--- src/rtl/mc_ctrl_if.sv ---
// Control/status bundle between the multi-cycle controller and the datapath.
// master = controller side, slave = datapath side.
interface mc_ctrl_if;
  logic [5:0] Op;
  logic [5:0] Funct;
  logic       Zero;
  logic       mem_ready;
  logic       PCWrite;
  logic [1:0] NPCOp;
  logic       IRWrite;
  logic       IorD;
  logic       MemRead;
  logic       MemWrite;
  logic       RegWrite;
  logic       GPRSel;
  logic       WDSel;
  logic       EXTOp;
  logic       ALUSrcB;
  logic [2:0] ALUOp;
  logic       illegal;
  logic       mem_err;
  logic [3:0] state;

  modport master (
    input  Op, Funct, Zero, mem_ready,
    output PCWrite, NPCOp, IRWrite, IorD, MemRead, MemWrite, RegWrite, GPRSel, WDSel,
           EXTOp, ALUSrcB, ALUOp, illegal, mem_err, state
  );

  modport slave (
    output Op, Funct, Zero, mem_ready,
    input  PCWrite, NPCOp, IRWrite, IorD, MemRead, MemWrite, RegWrite, GPRSel, WDSel,
           EXTOp, ALUSrcB, ALUOp, illegal, mem_err, state
  );
endinterface

--- src/rtl/mc_ctrl.sv ---
// Multi-cycle control FSM for the MIPS subset: sequences the shared ALU and memory port through
// fetch/decode/execute/memory/writeback, with a memory wait timeout.
module mc_ctrl #(
  parameter int unsigned MEM_TIMEOUT = 15
) (
  input  logic     clk,
  input  logic     rstn,
  mc_ctrl_if.master bus_io
);

  localparam int unsigned CntW = (MEM_TIMEOUT < 2) ? 1 : $clog2(MEM_TIMEOUT + 1);

  localparam logic [5:0] OpRtype = 6'h00;
  localparam logic [5:0] OpJ     = 6'h02;
  localparam logic [5:0] OpBeq   = 6'h04;
  localparam logic [5:0] OpAddi  = 6'h08;
  localparam logic [5:0] OpOri   = 6'h0D;
  localparam logic [5:0] OpLw    = 6'h23;
  localparam logic [5:0] OpSw    = 6'h2B;

  localparam logic [2:0] AluNop  = 3'b000;
  localparam logic [2:0] AluAdd  = 3'b001;
  localparam logic [2:0] AluSub  = 3'b010;
  localparam logic [2:0] AluAnd  = 3'b011;
  localparam logic [2:0] AluOr   = 3'b100;
  localparam logic [2:0] AluSlt  = 3'b101;
  localparam logic [2:0] AluSltu = 3'b110;

  typedef enum logic [3:0] {
    StFetch  = 4'd0,
    StDecode = 4'd1,
    StMemAdr = 4'd2,
    StMemRd  = 4'd3,
    StMemWb  = 4'd4,
    StMemWr  = 4'd5,
    StExec   = 4'd6,
    StAluWb  = 4'd7,
    StBranch = 4'd8,
    StJump   = 4'd9
  } state_e;

  state_e            state_q, state_d;
  logic [CntW-1:0]   cnt_q, cnt_d;
  logic              illegal_q, illegal_d;
  logic              mem_err_q, mem_err_d;

  logic [2:0] alu_dec;
  logic       dec_ok;
  logic       is_rtype;
  logic       wait_st, timeout, abort;

  logic       pc_write, ir_write, iord, mem_read, mem_write, reg_write;
  logic       gpr_sel, wd_sel, ext_op, alu_src_b;
  logic [1:0] npc_op;
  logic [2:0] alu_op;

  assign is_rtype = (bus_io.Op == OpRtype);

  // Instruction decode straight off the IR; also supplies the ALU op for EXEC/ALUWB.
  always_comb begin
    alu_dec = AluNop;
    dec_ok  = 1'b1;
    case (bus_io.Op)
      OpRtype: begin
        case (bus_io.Funct)
          6'h20, 6'h21: alu_dec = AluAdd;
          6'h22, 6'h23: alu_dec = AluSub;
          6'h24:        alu_dec = AluAnd;
          6'h25:        alu_dec = AluOr;
          6'h2A:        alu_dec = AluSlt;
          6'h2B:        alu_dec = AluSltu;
          default:      dec_ok  = 1'b0;
        endcase
      end
      OpAddi:                   alu_dec = AluAdd;
      OpOri:                    alu_dec = AluOr;
      OpLw, OpSw, OpBeq, OpJ:   dec_ok  = 1'b1;
      default:                  dec_ok  = 1'b0;
    endcase
  end

  assign wait_st = (state_q == StFetch) || (state_q == StMemRd) || (state_q == StMemWr);
  assign timeout = (MEM_TIMEOUT != 0) && (cnt_q == CntW'(MEM_TIMEOUT));
  // mem_ready in the timeout cycle still completes the access.
  assign abort   = wait_st && !bus_io.mem_ready && timeout;

  always_comb begin
    state_d   = state_q;
    cnt_d     = '0;
    illegal_d = 1'b0;
    mem_err_d = abort;
    pc_write  = 1'b0;
    npc_op    = 2'b00;
    ir_write  = 1'b0;
    iord      = 1'b0;
    mem_read  = 1'b0;
    mem_write = 1'b0;
    reg_write = 1'b0;
    gpr_sel   = 1'b0;
    wd_sel    = 1'b0;
    ext_op    = 1'b0;
    alu_src_b = 1'b0;
    alu_op    = AluNop;

    if (wait_st && !bus_io.mem_ready && !timeout) begin
      cnt_d = cnt_q + CntW'(1);
    end

    case (state_q)
      StFetch: begin
        mem_read = 1'b1;
        if (bus_io.mem_ready) begin
          ir_write = 1'b1;
          pc_write = 1'b1;
          state_d  = StDecode;
        end
      end
      StDecode: begin
        if (!dec_ok) begin
          illegal_d = 1'b1;
          state_d   = StFetch;
        end else begin
          case (bus_io.Op)
            OpRtype, OpAddi, OpOri: state_d = StExec;
            OpLw, OpSw:             state_d = StMemAdr;
            OpBeq:                  state_d = StBranch;
            OpJ:                    state_d = StJump;
            default:                state_d = StFetch;
          endcase
        end
      end
      StExec: begin
        alu_src_b = !is_rtype;
        ext_op    = (bus_io.Op == OpAddi);
        alu_op    = alu_dec;
        state_d   = StAluWb;
      end
      StAluWb: begin
        reg_write = 1'b1;
        gpr_sel   = !is_rtype;
        alu_op    = alu_dec;
        state_d   = StFetch;
      end
      StMemAdr: begin
        alu_src_b = 1'b1;
        ext_op    = 1'b1;
        alu_op    = AluAdd;
        state_d   = (bus_io.Op == OpSw) ? StMemWr : StMemRd;
      end
      StMemRd: begin
        mem_read = 1'b1;
        iord     = 1'b1;
        if (bus_io.mem_ready) state_d = StMemWb;
        else if (abort)       state_d = StFetch;
      end
      StMemWb: begin
        reg_write = 1'b1;
        gpr_sel   = 1'b1;
        wd_sel    = 1'b1;
        state_d   = StFetch;
      end
      StMemWr: begin
        mem_write = 1'b1;
        iord      = 1'b1;
        if (bus_io.mem_ready || abort) state_d = StFetch;
      end
      StBranch: begin
        alu_op   = AluSub;
        pc_write = bus_io.Zero;
        npc_op   = bus_io.Zero ? 2'b01 : 2'b00;
        state_d  = StFetch;
      end
      StJump: begin
        pc_write = 1'b1;
        npc_op   = 2'b10;
        state_d  = StFetch;
      end
      default: state_d = StFetch;
    endcase
  end

  always_ff @(posedge clk or negedge rstn) begin
    if (!rstn) begin
      state_q   <= StFetch;
      cnt_q     <= '0;
      illegal_q <= 1'b0;
      mem_err_q <= 1'b0;
    end else begin
      state_q   <= state_d;
      cnt_q     <= cnt_d;
      illegal_q <= illegal_d;
      mem_err_q <= mem_err_d;
    end
  end

  assign bus_io.PCWrite  = pc_write;
  assign bus_io.NPCOp    = npc_op;
  assign bus_io.IRWrite  = ir_write;
  assign bus_io.IorD     = iord;
  assign bus_io.MemRead  = mem_read;
  assign bus_io.MemWrite = mem_write;
  assign bus_io.RegWrite = reg_write;
  assign bus_io.GPRSel   = gpr_sel;
  assign bus_io.WDSel    = wd_sel;
  assign bus_io.EXTOp    = ext_op;
  assign bus_io.ALUSrcB  = alu_src_b;
  assign bus_io.ALUOp    = alu_op;
  assign bus_io.illegal  = illegal_q;
  assign bus_io.mem_err  = mem_err_q;
  assign bus_io.state    = state_q;

endmodule

--- src/flat_wrapper.sv ---
// flat-port wrapper written by rule: the top's interface ports become plain ports
module mc_ctrl_flat 
#(
  parameter int unsigned MEM_TIMEOUT = 15
)
  (clk, rstn, bus_io_Op, bus_io_Funct, bus_io_Zero, bus_io_mem_ready, bus_io_PCWrite, bus_io_NPCOp, bus_io_IRWrite, bus_io_IorD, bus_io_MemRead, bus_io_MemWrite, bus_io_RegWrite, bus_io_GPRSel, bus_io_WDSel, bus_io_EXTOp, bus_io_ALUSrcB, bus_io_ALUOp, bus_io_illegal, bus_io_mem_err, bus_io_state);
  mc_ctrl_if bus_io_i ();
  input  logic clk;
  input  logic rstn;
  input wire logic [$bits(bus_io_i.Op)-1:0] bus_io_Op;
  input wire logic [$bits(bus_io_i.Funct)-1:0] bus_io_Funct;
  input wire logic [$bits(bus_io_i.Zero)-1:0] bus_io_Zero;
  input wire logic [$bits(bus_io_i.mem_ready)-1:0] bus_io_mem_ready;
  output wire logic [$bits(bus_io_i.PCWrite)-1:0] bus_io_PCWrite;
  output wire logic [$bits(bus_io_i.NPCOp)-1:0] bus_io_NPCOp;
  output wire logic [$bits(bus_io_i.IRWrite)-1:0] bus_io_IRWrite;
  output wire logic [$bits(bus_io_i.IorD)-1:0] bus_io_IorD;
  output wire logic [$bits(bus_io_i.MemRead)-1:0] bus_io_MemRead;
  output wire logic [$bits(bus_io_i.MemWrite)-1:0] bus_io_MemWrite;
  output wire logic [$bits(bus_io_i.RegWrite)-1:0] bus_io_RegWrite;
  output wire logic [$bits(bus_io_i.GPRSel)-1:0] bus_io_GPRSel;
  output wire logic [$bits(bus_io_i.WDSel)-1:0] bus_io_WDSel;
  output wire logic [$bits(bus_io_i.EXTOp)-1:0] bus_io_EXTOp;
  output wire logic [$bits(bus_io_i.ALUSrcB)-1:0] bus_io_ALUSrcB;
  output wire logic [$bits(bus_io_i.ALUOp)-1:0] bus_io_ALUOp;
  output wire logic [$bits(bus_io_i.illegal)-1:0] bus_io_illegal;
  output wire logic [$bits(bus_io_i.mem_err)-1:0] bus_io_mem_err;
  output wire logic [$bits(bus_io_i.state)-1:0] bus_io_state;
  assign bus_io_i.Op = bus_io_Op;
  assign bus_io_i.Funct = bus_io_Funct;
  assign bus_io_i.Zero = bus_io_Zero;
  assign bus_io_i.mem_ready = bus_io_mem_ready;
  assign bus_io_PCWrite = bus_io_i.PCWrite;
  assign bus_io_NPCOp = bus_io_i.NPCOp;
  assign bus_io_IRWrite = bus_io_i.IRWrite;
  assign bus_io_IorD = bus_io_i.IorD;
  assign bus_io_MemRead = bus_io_i.MemRead;
  assign bus_io_MemWrite = bus_io_i.MemWrite;
  assign bus_io_RegWrite = bus_io_i.RegWrite;
  assign bus_io_GPRSel = bus_io_i.GPRSel;
  assign bus_io_WDSel = bus_io_i.WDSel;
  assign bus_io_EXTOp = bus_io_i.EXTOp;
  assign bus_io_ALUSrcB = bus_io_i.ALUSrcB;
  assign bus_io_ALUOp = bus_io_i.ALUOp;
  assign bus_io_illegal = bus_io_i.illegal;
  assign bus_io_mem_err = bus_io_i.mem_err;
  assign bus_io_state = bus_io_i.state;
  mc_ctrl #(.MEM_TIMEOUT(MEM_TIMEOUT)) u_core (.clk(clk), .rstn(rstn), .bus_io(bus_io_i));
endmodule
--- config.mk ---
export PLATFORM = sky130hd
export DESIGN_NAME = mc_ctrl_flat
export DESIGN_NICKNAME = d
export VERILOG_FILES = /design/src/rtl/mc_ctrl_if.sv /design/src/rtl/mc_ctrl.sv /design/src/flat_wrapper.sv
export SDC_FILE = /design/constraint.sdc
export NUM_CORES = 1
export LEC_CHECK = 0
export ABC_AREA = 1
export BUFFER_PORTS_ARGS = -buffer_cell sky130_fd_sc_hd__buf_4
export CAP_MARGIN = 30
export CORE_ASPECT_RATIO = 0.7
export CORE_UTILIZATION = 47
export CTS_CLUSTER_SIZE = 30
export DETAILED_ROUTE_END_ITERATION = 16
export PLACE_DENSITY = 0.75
export REMOVE_ABC_BUFFERS = 1
export SLEW_MARGIN = 20
export SYNTH_ARGS = -nofsm -noshare
export SYNTH_HDL_FRONTEND = slang
export SYNTH_SLANG_ARGS = --single-unit
--- constraint.sdc ---
create_clock -name clk -period 1.55 [get_ports clk]
set_clock_uncertainty 0.15 [all_clocks]
set_input_delay 0.155 -clock clk [delete_from_list [all_inputs] [get_ports clk]]
set_output_delay 0.155 -clock clk [all_outputs]
set_load 0.02 [all_outputs]
# Word-level counts from Yosys, hierarchy flattened
# Index checks and enable logic that the tools add are counted.
dict set report totals {
  elab_cells 83
  output_inout_bits 21
  register_bits 10
  input_bits 16
}
dict set report classes {
  add_sub_neg 1
  n_eq_ne 27
  reduce_logical 22
  n_mux 29
}
# cell n
set op_table {}
lappend op_table {{6-bit equality test (second input constant)} 10}
lappend op_table {{4-bit 2-to-1 mux} 6}
lappend op_table {{4-bit one-hot mux with 6 select lines} 1}
lappend op_table {{3-bit one-hot mux with 3 select lines} 2}
lappend op_table {{3-bit one-hot mux with 6 select lines} 1}
lappend op_table {{4-bit by 3-bit equality test with 1-bit output (second input constant)} 4}
lappend op_table {{4-bit one-hot mux with 4 select lines} 1}
lappend op_table {{2-bit OR reduction} 7}
lappend op_table {{4-bit equality test (second input constant)} 3}
lappend op_table {{6-bit by 4-bit equality test with 1-bit output (second input constant)} 2}
lappend op_table {{1-bit 2-to-1 mux} 11}
lappend op_table {{4-bit by 2-bit equality test with 1-bit output (second input constant)} 2}
lappend op_table {{1-bit one-hot mux with 2 select lines} 4}
lappend op_table {{8-bit OR reduction} 1}
lappend op_table {{6-bit by 2-bit equality test with 1-bit output (second input constant)} 1}
lappend op_table {{6-bit by 3-bit equality test with 1-bit output (second input constant)} 1}
lappend op_table {{6-bit zero test} 1}
lappend op_table {{6-bit OR reduction} 1}
lappend op_table {{4-bit by 1-bit adder with 4-bit output (second input constant)} 1}
lappend op_table {{4-bit by 1-bit equality test with 1-bit output (second input constant)} 1}
lappend op_table {{4-bit zero test} 1}
lappend op_table {{2-bit inequality test (second input constant)} 2}
lappend op_table {{2-bit one-hot mux with 2 select lines} 1}
lappend op_table {{1-bit logical AND} 3}
lappend op_table {{other kinds (7)} 11}

# Logic depth before layout (Yosys ltp)
dict set report logic_depth {
  ltp_word 8
  ltp_mapped 11
  mapped_depth_nobuf 11
}

# Worst setup path before layout
# OpenSTA, ideal clock, no wires.
dict set report synth_path {
  kind {flip-flop to output port}
  start {reg u_core.state_q[3], in the netlist u_core.bus_io.state[3]}
  end {out bus_io_PCWrite}
  path_stages_with_launch 4
  t_arrival_ns 1.497
  path_buffers 0
  required_time_ns 1.245
  path_slack_ns -0.252
  path_cell_list {dfrtp_1 inv_1 nor3_1 or3_1}
}
dict set report synth_via {
  elab_chain_len 2
  elab_cells_between_ends 4
  cone_classes {eq/ne: 2; mux: 1; reduce/logical: 1}
}
# item line_no
set synth_rtl {}
lappend synth_rtl {{start: declaration} mc_ctrl.sv:42} ;# state_e state_q, state_d;
lappend synth_rtl {{start signal: assignment} mc_ctrl.sv:184} ;# state_q <= StFetch;
lappend synth_rtl {{start signal: assignment} mc_ctrl.sv:189} ;# state_q <= state_d;
lappend synth_rtl {{4-bit equality test / 4-bit zero test (equally long branches)} mc_ctrl.sv:109} ;# case (state_q)
lappend synth_rtl {{1-bit one-hot mux with 3 select lines (*)} mc_ctrl.sv:109}
lappend synth_rtl {{end: declaration} flat_wrapper.sv:14} ;# output wire logic [$bits(bus_io_i.PCWrite)-1:0] bus_io_PCWrite;
# Every way passes the cells marked *; elsewhere a longest branch is shown, timed or not.

# Final worst setup path
dict set report layout_path {
  start {reg u_core.state_q[1], in the netlist u_core.bus_io.state[1]}
  end {out bus_io_PCWrite}
}
# Same word-level chain as after synthesis.

==> run_results.csv <==
group,metric,value,unit
route,first_pass_iters,5,
route,drt_iter0_markers,120,
power_and_ir_drop,power.leakage,0.834,nW
clock_network,cts_buffers,3,
sta,fin_ws,-0.357,ns
power_and_ir_drop,power,1.57,mW
sta,setup_viol,22,
clock_network,clkLatencyLatePin,0.30,ns
critical_path,end_kind,"output port",
layout,n_antenna_cell,0,
global_route,grt_pass1_wl,4200,um
synthesis,ys_types,30,
layout,drive_gt1_share,53.5,%
synthesis,seq_area_frac_synth,27.5,%
layout,nFillCells,65,
power_and_ir_drop,p_per_area,1010,nW/um2
global_route,grt_pass1_vias,993,
sta,hold_viol,0,
global_route,antenna_found_initial,0,
synthesis,syn_area_per_cell,6.41,um2
critical_path,crit_required,1.24,ns
flow_run,maxCapViolCount,0,
synthesis,yosys_register_bits,10,
global_route,grt_max_degree,11,
sta,fmaxAchievable,524,MHz
sta,finalCriticalPeriod,1.91,ns
sta,max_slew_margin,74.3,%
clock_network,path_clk_slew,0.09,ns
critical_path,r2r-start,"u_core.bus_io.state[3]$_DFFE_PN0P_",
sta,max_slew.worst_pin.slew,0.384,ns
floorplan,dieArea,2120,um2
layout,area_growth,71.8,%
sta,finalMaxSlewViolations,0,
synthesis,ys_top_cells_by_area,"dfrtp_1 28%, nand2_1 12%, inv_1 11%",
critical_path,critPathLaunchType,"flop",
layout,finalNonFillerCells,219,
layout,multi_input_area,682,um2
synthesis,yosysWarnings,0,
placement,io_buffers,36,
placement,place_inst,207,
critical_path,r2r_slack,-0.17,ns
sta,post-route-period-util,123,%
critical_path,startpoint,"u_core.bus_io.state[1]$_DFFE_PN0P_",
worst_hold_path,hp-class,"input pin to async pin",
clock_network,cts.path.max_buffers,2,
floorplan,initial_core_util,53.6,%
power_and_ir_drop,ir_drop,800,uV
synthesis,synth_cells,142,
layout,fin_util,92.1,%
synthesis,netlist_area,910,um2
floorplan,fp.dieH,38.8,um
route,wire_per_inst,18.0,um
placement,dp_hpwl,2000,um
synthesis,synth_area_leader_cell,"dfrtp_1",
critical_path,path_class,"flop to output port",
clock_network,tritoncts,"yes",
critical_path,critPathMaxFanout,4,
route,drtAntennaViolNets,0,
critical_path,r2r_cells,10,
outcome,violations,"setup timing",
synthesis,synth_top_area_share,27.5,%
clock_network,clkSinkCount,10,
global_route,grt_overflow_total,0,
route,vias_per_cell,6.17,
floorplan,core.rowCount,12,
floorplan,core,1700,um2
outcome,status,"complete, but fails checks",
route,wl,3950,um
route,dr_total_vias,1351,
global_route,track_usage,29.1,%
critical_path,arrival,1.60,ns
floorplan,chipWidth,54.6,um
critical_path,timing.rr.end,"u_core.bus_io.state[0]$_DFFE_PN0P_",
layout,regArea,255,um2
placement,routabilityCongestion,0.812,
floorplan,num_io_pins,37,
clock_network,ctsHtreeMaxLevel,1,
layout,fin_nets,216,
route,drc,0,
clock_network,cts-root-buf,"clkbuf_4",
sta,rsz0062_at_grt,"yes",
worst max-delay path, stage by stage, from the launching register on:
cell	delay (ns)
dfrtp_2	0.47
nor2_4	0.18
inv_2	0.07
nor3_2	0.18
nand2_1	0.10
inv_2	0.08
or3_1	0.11
buf_6	0.11
final cells by class:
class	count	area share [%]
well taps	21	1.68
flip-flops and latches	10	16.3
multi-input cells	103	43.6
inverters	29	7.13
clock buffers	4	2.32
repair buffers	52	28.9
repair_timing:
action	4_1_cts	5_1_grt
buffers inserted	3	3
gates resized for setup	20	42
endpoints found under the setup margin	16	21
endpoints found under the hold margin	11	0
pin swaps	2	11
hold buffers	2	0
per-layer routing:
layer | share of wire [%] | wire length (um) | vias to the layer above | global-route usage, %
li1 | - | - | 566 | -
met1 | 38 | 1510 | 609 | 36.4
met2 | 43 | 1680 | 131 | 49.1
met3 | 12 | 482 | 45 | 9.02
met4 | 6.8 | 270 | 0 | 5.77
met5 | 0 | 0 | - | 0
report_power, final:
| group | internal, mW | switching, mW | total (mW) |
|---|---|---|---|
| registers | 0.312 | 0.0582 | 0.370 |
| logic | 0.375 | 0.567 | 0.941 |
| clock network | 0.143 | 0.116 | 0.260 |
| total | 0.830 | 0.741 | 1.57 |
worst max path at each step:
stage,slack (ns),to,depth (start not counted)
after CTS,-0.20,bus_io_PCWrite,6
after floorplan,-0.25,bus_io_PCWrite,3
after detailed placement,0.03,bus_io_ALUOp[2],6
after global placement,0.04,bus_io_PCWrite,5
final,-0.36,bus_io_PCWrite,7
after global routing,-0.38,bus_io_PCWrite,7
state kept, by name (all words and copies together) (netlist names):
register and flops:
u_core.cnt_q 4, u_core.bus_io.illegal 1, u_core.bus_io.state 4, u_core.bus_io.mem_err 1
cells in the final DEF, fill, tap and decap left out, types with 2 or more instances in the layout:
cell type / n
nor3_2: 2
o22ai_1: 2
a21oi_1: 3
nand2_2: 8
nor2_1: 12
nand2_4: 2
dfrtp_1: 6
nand3_2: 5
nor3_1: 3
buf_4: 35
dfrtp_2: 4
clkbuf_4: 3
nand4_1: 2
o21ai_2: 3
nand3_1: 11
nand2_1: 21
nor2_4: 5
nor2_2: 5
nand3_4: 2
dlygate4sd3_1: 2
buf_6: 15
o21ai_0: 3
inv_2: 9
inv_1: 19
cells by family after synthesis:
group,synth area share [%]
simple gates,47.6
buf+inv,12.0
compound gates,9.63
flops,27.5
xor+xnor,1.93
fa+ha+maj,1.38
cell usage after synthesis:
cell	number
nand2_1	28
inv_1	27
nand3_1	16
nor2_1	16
dfrtp_1	10
nor2_2	5
nor3_1	5
o21ai_0	5
a21oi_1	3
nand2_2	3
inv_2	2
nand3_2	2
nand4_1	2
o22ai_1	2
a21boi_0	1
and3_2	1
ha_1	1
nand2_4	1
nand3b_1	1
nand3b_2	1
nor2_4	1
nor3_4	1
o211ai_1	1
o21ai_1	1
o21bai_1	1
o31ai_1	1
or2_4	1
or3_1	1
xnor2_1	1
xor2_1	1
stage by stage:
stage | hold WS (ns) | setup WS, ns | TNS (ns) | area (um2)
after floorplan | -0.291 | -0.252 | -0.917 | 910
after global placement | -0.161 | 0.0367 | 0 | 1270
after detailed placement | -0.160 | 0.0252 | 0 | 1270
after CTS | 0.0898 | -0.201 | -1.45 | 1390
after global routing | 0.0971 | -0.375 | -4.59 | 1560
final | 0.0805 | -0.357 | -3.93 | 1560
Note: power is estimated with default switching activity, not from simulation.
